<file path="config.mk">
export PLATFORM = sky130hd
export DESIGN_NAME = bus_rr_arbiter
export DESIGN_NICKNAME = d
export VERILOG_FILES = /design/src/rtl/bus_pkg.sv /design/src/rtl/bus_rr_arbiter_rr_pick.sv /design/src/rtl/bus_rr_arbiter.sv
export SDC_FILE = /design/constraint.sdc
export NUM_CORES = 1
export LEC_CHECK = 0
export BUFFER_PORTS_ARGS = -buffer_cell sky130_fd_sc_hd__buf_2
export CORE_UTILIZATION = 54
export DETAILED_ROUTE_END_ITERATION = 16
export PLACE_DENSITY = 0.77
export SLEW_MARGIN = 0
export SYNTH_ARGS = -nofsm -noshare
export SYNTH_HDL_FRONTEND = slang
export SYNTH_HIERARCHICAL = 1
export SYNTH_SLANG_ARGS = --single-unit
export TNS_END_PERCENT = 50
</file>
<file path="constraint.sdc">
create_clock -name BUS_CLK -period 4.05 [get_ports BUS_CLK]
set_input_delay 0.81 -clock BUS_CLK [delete_from_list [all_inputs] [get_ports BUS_CLK]]
set_output_delay 0.81 -clock BUS_CLK [all_outputs]
set_load 0.01 [all_outputs]
</file>
<file path="src/rtl/bus_pkg.sv">
// Shared definitions for the system-bus arbiter: master IDs, sizing defaults
// and the arbiter state encoding.
package bus_pkg;

    localparam int N_MASTERS   = 6;
    localparam int ID_W        = 3;
    localparam int TIMEOUT_CYC = 256;

    localparam int MST_IC   = 0;
    localparam int MST_DC   = 1;
    localparam int MST_MEM  = 2;
    localparam int MST_KBD  = 3;
    localparam int MST_DMA  = 4;
    localparam int MST_INTR = 5;

    typedef enum logic [1:0] {
        ARB_IDLE    = 2'd0,
        ARB_GRANT   = 2'd1,
        ARB_RELEASE = 2'd2
    } arb_state_e;

endpackage

</file>
<file path="src/rtl/bus_rr_arbiter_rr_pick.sv">
// Rotating priority encoder: first set request at or after ptr, wrapping
// modulo N. Purely combinational.
module rr_pick #(
    parameter int N    = 6,
    parameter int ID_W = 3
) (
    input  logic [N-1:0]    req,
    input  logic [ID_W-1:0] ptr,
    output logic            valid,
    output logic [ID_W-1:0] idx,
    output logic [N-1:0]    onehot
);

    always_comb begin
        int j;
        j      = 0;
        valid  = 1'b0;
        idx    = '0;
        onehot = '0;
        for (int i = 0; i < N; i++) begin
            j = int'(ptr) + i;
            if (j >= N) j = j - N;
            if (!valid && req[j]) begin
                valid     = 1'b1;
                idx       = ID_W'(j);
                onehot[j] = 1'b1;
            end
        end
    end

endmodule

</file>
<file path="src/rtl/bus_rr_arbiter.sv">
// Round-robin system-bus arbiter with registered one-hot grant and a one-cycle
// turnaround. Optional grant watchdog enabled by defining BUS_ARB_TIMEOUT_EN.
module bus_rr_arbiter #(
    parameter int N_MASTERS   = bus_pkg::N_MASTERS,
    parameter int ID_W        = bus_pkg::ID_W,
    parameter int TIMEOUT_CYC = bus_pkg::TIMEOUT_CYC
) (
    input  logic                 BUS_CLK,
    input  logic                 RST,
    input  logic [N_MASTERS-1:0] BR,
    output logic [N_MASTERS-1:0] BG,
    input  logic [N_MASTERS-1:0] ACK_OUT,
    output logic                 ACK_IN,
    output logic                 BUSY,
    output logic [ID_W-1:0]      GRANT_ID,
    output logic                 ARB_TIMEOUT
);
    import bus_pkg::*;

    arb_state_e           state_q, state_d;
    logic [ID_W-1:0]      ptr_q, ptr_d;
    logic [ID_W-1:0]      gid_q, gid_d;
    logic [N_MASTERS-1:0] bg_q, bg_d;
    logic                 ack_in_q, ack_in_d;

    logic                 pick_valid;
    logic [ID_W-1:0]      pick_idx;
    logic [N_MASTERS-1:0] pick_onehot;
    logic                 owner_ack;
    logic                 expire;

    rr_pick #(
        .N    (N_MASTERS),
        .ID_W (ID_W)
    ) u_pick (
        .req    (BR),
        .ptr    (ptr_q),
        .valid  (pick_valid),
        .idx    (pick_idx),
        .onehot (pick_onehot)
    );

    // Masking with the live grant makes non-owner ACK bits irrelevant.
    assign owner_ack = |(ACK_OUT & bg_q);

`ifdef BUS_ARB_TIMEOUT_EN
    localparam int CNT_W = (TIMEOUT_CYC > 1) ? $clog2(TIMEOUT_CYC) : 1;

    logic [CNT_W-1:0] cnt_q;
    logic             tmo_q;

    assign expire = (state_q == ARB_GRANT) && (cnt_q == CNT_W'(TIMEOUT_CYC - 1));

    // Counter idles at zero outside GRANT, so every grant starts from zero.
    always_ff @(posedge BUS_CLK or negedge RST) begin
        if (!RST) begin
            cnt_q <= '0;
            tmo_q <= 1'b0;
        end else begin
            tmo_q <= expire && !owner_ack;
            if (state_q == ARB_GRANT) cnt_q <= cnt_q + 1'b1;
            else                      cnt_q <= '0;
        end
    end

    assign ARB_TIMEOUT = tmo_q;
`else
    logic unused_cfg;
    assign unused_cfg  = (TIMEOUT_CYC > 1);
    assign expire      = 1'b0;
    assign ARB_TIMEOUT = 1'b0;
`endif

    // The pointer advances on leaving GRANT, so RELEASE already arbitrates
    // with the released master at lowest priority.
    always_comb begin
        state_d  = state_q;
        ptr_d    = ptr_q;
        gid_d    = gid_q;
        bg_d     = bg_q;
        ack_in_d = 1'b0;
        case (state_q)
            ARB_IDLE, ARB_RELEASE: begin
                if (pick_valid) begin
                    bg_d    = pick_onehot;
                    gid_d   = pick_idx;
                    state_d = ARB_GRANT;
                end else begin
                    bg_d    = '0;
                    gid_d   = '0;
                    state_d = ARB_IDLE;
                end
            end
            ARB_GRANT: begin
                if (owner_ack || expire) begin
                    bg_d     = '0;
                    gid_d    = '0;
                    ack_in_d = 1'b1;
                    state_d  = ARB_RELEASE;
                    ptr_d    = (gid_q == ID_W'(N_MASTERS - 1)) ? '0 : gid_q + 1'b1;
                end
            end
            default: begin
                bg_d    = '0;
                gid_d   = '0;
                state_d = ARB_IDLE;
            end
        endcase
    end

    always_ff @(posedge BUS_CLK or negedge RST) begin
        if (!RST) begin
            state_q  <= ARB_IDLE;
            ptr_q    <= '0;
            gid_q    <= '0;
            bg_q     <= '0;
            ack_in_q <= 1'b0;
        end else begin
            state_q  <= state_d;
            ptr_q    <= ptr_d;
            gid_q    <= gid_d;
            bg_q     <= bg_d;
            ack_in_q <= ack_in_d;
        end
    end

    assign BG       = bg_q;
    assign ACK_IN   = ack_in_q;
    assign BUSY     = |bg_q;
    assign GRANT_ID = gid_q;

endmodule

</file>
---- Yosys cells after proc, flatten, opt, wreduce, memory -nomap -nowiden ----
Cells that the tools add are included.
word-level totals
  register bits ........................... 15
  input bits .............................. 14
  output and inout port bits .............. 12
  logic and storage cells ................. 132
operators by class
  add/subtract/negate cells ............... 12
  $lt $le $gt $ge ......................... 18
  equal/unequal tests ..................... 4
  muxes and demuxes ....................... 66
  bitwise logic cells ..................... 6
  reduce and logical (&&, ||, !) cells .... 21
operators with widths
  kind                                                                                  number
  32-bit by 1-bit greater-or-equal comparator with 1-bit output, second input constant  6
  32-bit by 5-bit less-than comparator with 1-bit output, second input constant         6
  32-bit two-way mux                                                                    6
  32-bit by 4-bit greater-or-equal comparator with 1-bit output, second input constant  5
  32-bit by 4-bit subtractor with 32-bit output, second input constant                  5
  6-bit two-way mux                                                                     8
  6-bit OR                                                                              5
  1-bit two-way mux                                                                     27
  3-bit two-way mux                                                                     9
  1-bit binary-select mux with 3-bit select                                             6
  1-bit demux with 3-bit select                                                         6
  6-bit case mux with 2 select lines                                                    1
  6-bit OR reduction                                                                    2
  1-bit logical AND                                                                     11
  3-bit by 2-bit adder with 4-bit output, second input constant                         2
  3-bit by 3-bit adder with 4-bit output, second input constant                         2
  6-bit bitwise AND                                                                     1
  3-bit case mux with 2 select lines                                                    1
  1-bit zero test                                                                       5
  3-bit by 1-bit adder with 4-bit output, second input constant                         1
  2-bit case mux with 2 select lines                                                    1
  3-bit by 3-bit subtractor with 4-bit output, second input constant                    1
  3-bit by 1-bit adder with 3-bit output, second input constant                         1
  3-bit equality test, second input constant                                            1
  other kinds (8)                                                                       8

---- Depth between registers and ports, before layout ----
  depth after elaboration ................. 23
  depth in mapped cells ................... 19
  gate-level depth less buffers ........... 15

---- Cells and area by module ----
Netlist, hierarchy kept.
modules (own cells, without submodules)
  module          instances  cells each  area each (um^2)  seq. area each (um^2)
  rr_pick         1          209         1491.4            0.0
  bus_rr_arbiter  1          48          640.6             375.4

---- Worst setup path before layout ----
OpenSTA, ideal clock, no wires.
  path kind ............................... reg-to-reg
  from .................................... register ptr_q[0]
  to ...................................... register state_q[0]
  library setup time ...................... 0.124 ns
  data arrival time ....................... 4.164 ns
  required time ........................... 3.926 ns
  slack ................................... -0.239 ns
  stages on the path, launching flop included .. 20
  buffers on the path ..................... 5
  clock period less this slack ............ 4.289 ns
  path through ............................ dfrtp_1 -> buf_6 -> buf_4 -> buf_4 -> clkinv_1 -> ha_1 -> inv_1 -> clkbuf_1 -> ha_1 -> inv_1 -> ha_1 -> inv_1 -> a31oi_4 -> or3_1 -> a32o_2 -> a221oi_4 -> or2b_1 -> nor2b_1 -> buf_1 -> or2_1
on the way
  word-level cells in the longest chain between the ends .. 23
  elaborated cells on any way between the ends .. 59
  those cells by class .................... add/sub (11); order compare (6); mux (32); reduce/logical (10)
RTL lines
  element                                                                                                 RTL line                      source
  start: declaration                                                                                      bus_rr_arbiter.sv:21          logic [ID_W-1:0] ptr_q, ptr_d;
  start signal: assignment                                                                                bus_rr_arbiter.sv:120         ptr_q <= ptr_d;
  parallel branches: the longest is 20 deep, another holds 32-bit by 4-bit subtractor with 32-bit output  -
  1-bit two-way mux (*)                                                                                   bus_rr_arbiter_rr_pick.sv:23  if (!valid && req[j]) begin
  named net pick_valid                                                                                    bus_rr_arbiter.sv:26          logic pick_valid;
  1-bit two-way mux (*)                                                                                   bus_rr_arbiter.sv:84          if (pick_valid) begin
  2-bit case mux with 2 select lines (*)                                                                  bus_rr_arbiter.sv:82          case (state_q)
  end signal: assignment                                                                                  bus_rr_arbiter.sv:119         state_q <= state_d;
  end: declaration                                                                                        bus_rr_arbiter.sv:20          arb_state_e state_q, state_d;
Mark *: on every way through the listed nets, which the timed path passes. The select of a mux whose other input is x is not followed.
A chain may end at the register's enable or synchronous reset.

---- Worst setup path in the final report ----
  from .................................... register ptr_q[1]
  to ...................................... register state_q[0]
The elaborated chain is that of the path after synthesis.

==> results.toml <==
[global_route]
groute.usage.overall_pct = 26.26
antenna_found_initial = 0
grt_max_degree = 30
grt_pass1_wl_um = 8535
grt.overflow.total = 0
first_global_vias = 1747

[yosys]
synthDistinctLibCells = 67
synthesis.nets = 287
synth_edf_count = 0
yosys_warnings = 6
synth_area_sq_um = 2132
synth_area_leaders = "dfrtp_1 (18%), ha_1 (9.4%), mux2i_1 (4.7%)"
ys_ff_latch = 15
syn-mean-instance-area_sq_um = 8.296
ys_seq_area_share_pct = 17.61
syn_inst = 257
synthDominantCellAreaShare_pct = 17.61
synth_ff_type = "dfrtp_1"
async_reset_ff_share_pct = 100.0
yosys.area.top_type = "dfrtp_1"

[critical_path]
crit_type = "flop to flop"
crit_arrival_ps = 3850
cp-start-kind = "flop"
cp.required_ps = 4170
cp_max_fo = 10
startpoint = "ptr_q[1]"
reg2reg_from = "ptr_q[1]"
end_kind = "flop"

[sta]
period_minus_slack_ps = 3723
setup_viol = 0
hold_violations = 0
holdWs_ps = 459.3
worst_pin_slew_ps = 649.9
slew_viol_final = 0
fin_crit_sh_pct = 91.92
worst_clock_skew_ps = 4.125
fmax_ghz = 0.2686
tns_ps = 0
max-slew-margin-rel_pct = 56.58
rsz0062_at_grt = "no"

[finish]
final_common_cell = "buf_2"
syn2layout_area_growth_pct = 8.274
multiInputGateArea_sq_um = 1598
finalNetCount = 306
fill_cells = 323
drive_above_1_share_pct = 19.64
ff_latch_area_sq_um = 375.4
design_area_sq_um = 2308
layoutNonFillerInstCount = 323
n_antenna_cell = 0
most-common-layout-cells = "buf_2 (24), nand2_1 (20), inv_1 (19)"

[die]
die_h_um = 64.84
initial_core_util_pct = 57.37
rows = 22
io_pins = 26
coreArea_sq_um = 3716
die_x_um = 64.84
design.die.area_sq_um = 4204

[routing]
drc = 0
vias = 2091
dr.pass1.iters = 4
postRouteAntennaNets = 0
drt-total-wl_um = 5227
wire_per_inst_um = 16.18
vias_per_cell = 6.474
drt_iter0_drc = 175

[cts]
holdBufCountCts = 0
clock-root-buffer = "clkbuf_8"
cts_tree = "built"
post_cts_buffers = 0
clock_path_buffers = 2
cts_resized = 0
htreeDepth = 1
cts_sinks = 15
clk_pin_slew_worst_paths_ps = 60
numCtsBuffers = 3
insertion_delay_ps = 240

[place]
placed_area_sq_um = 2263
gp_congestion = 0.9146
placed_cells = 319
port_buffers = 24
hpwl_um = 4053

[run_status]
status = "finished, final reports clean"

[hold_path]
min_path_type = "input port to async pin"

[flow_run]
max_cap_viol_count = 0
path summary, 6_finish.rpt:
path | cells after the start | slack, ps | to
setup / recovery | 15 | 330 | state_q[0]
hold / removal | 1 | 460 | ACK_IN
setup reg to reg | 15 | 330 | state_q[0]
hold reg to reg | 1 | 570 | ptr_q[0]
max in group asynchronous | 1 | 3340 | BG[0]
min in group BUS_CLK | 1 | 570 | ptr_q[0]
cell usage after synthesis, types with 4 or more instances:
master / number
a211oi_1: 5
a21oi_1: 14
a22o_1: 10
a31oi_1: 8
a32oi_1: 5
and2_1: 5
buf_4: 6
dfrtp_1: 15
ha_1: 16
inv_1: 19
mux2_2: 7
mux2i_1: 10
nand2_1: 20
nand3_1: 6
nor2_1: 15
nor2b_1: 5
nor3_1: 4
o21a_1: 4
o21ai_0: 7
o22ai_1: 5
flip-flops by register name, indices dropped and copies added (netlist names):
name	flops
ACK_IN	1
BG	6
GRANT_ID	3
ptr_q	3
state_q	2
critical path: stages, from the launching register on:
cell and delay (ps):
dfrtp_1 450, inv_1 180, ha_4 200, xor2_2 190, inv_2 140, ha_1 150, inv_1 40, ha_1 240
inv_1 140, a31oi_4 60, or3_1 360, a32o_2 320, a221oi_4 390, or2b_1 250, nor2b_1 230, or2_1 240
routing by layer:
metal / share of wire (%) / vias up / wire [um] / global-route usage [%]
li1: - / 1020 / - / -
met4: 0.77 / 0 / 40 / 3.611
met1: 49 / 996 / 2549 / 39.46
met5: 0 / - / 0 / 0
met2: 45 / 69 / 2334 / 40.63
met3: 5.8 / 6 / 302 / 3.169
cell type report:
class | instances | share of cell area, %
clock buffers | 4 | 1.951
flip-flops and latches | 15 | 16.26
repair buffers | 28 | 6.504
multi-input cells | 207 | 69.21
well taps | 48 | 2.602
inverters | 21 | 3.469
cells by family (layout without fill, tap and decap cells):
kind of cell | after synthesis | in the layout | share of synthesized area [%]
other cells | 1 | 1 | 0.1759
flops | 15 | 15 | 17.61
simple gates | 73 | 73 | 17.61
compound gates | 95 | 95 | 35.98
fa+ha+maj | 17 | 17 | 9.859
xor+xnor | 4 | 4 | 2.348
buf+inv | 35 | 53 | 8.039
mux | 17 | 17 | 8.392
per-stage QoR:
step / setup slack [ps] / util [%]
2_1_floorplan: 77.29 / -
3_3_place_gp: 439.4 / 60.91
3_5_place_dp: 332.2 / 60.91
4_1_cts: 320.9 / 62.12
5_1_grt: 4.145 / 62.12
6_report: 327.4 / 62.12
Power is not shown: default switching activity piles up to over one toggle a cycle in this logic, so the estimate is an artifact.
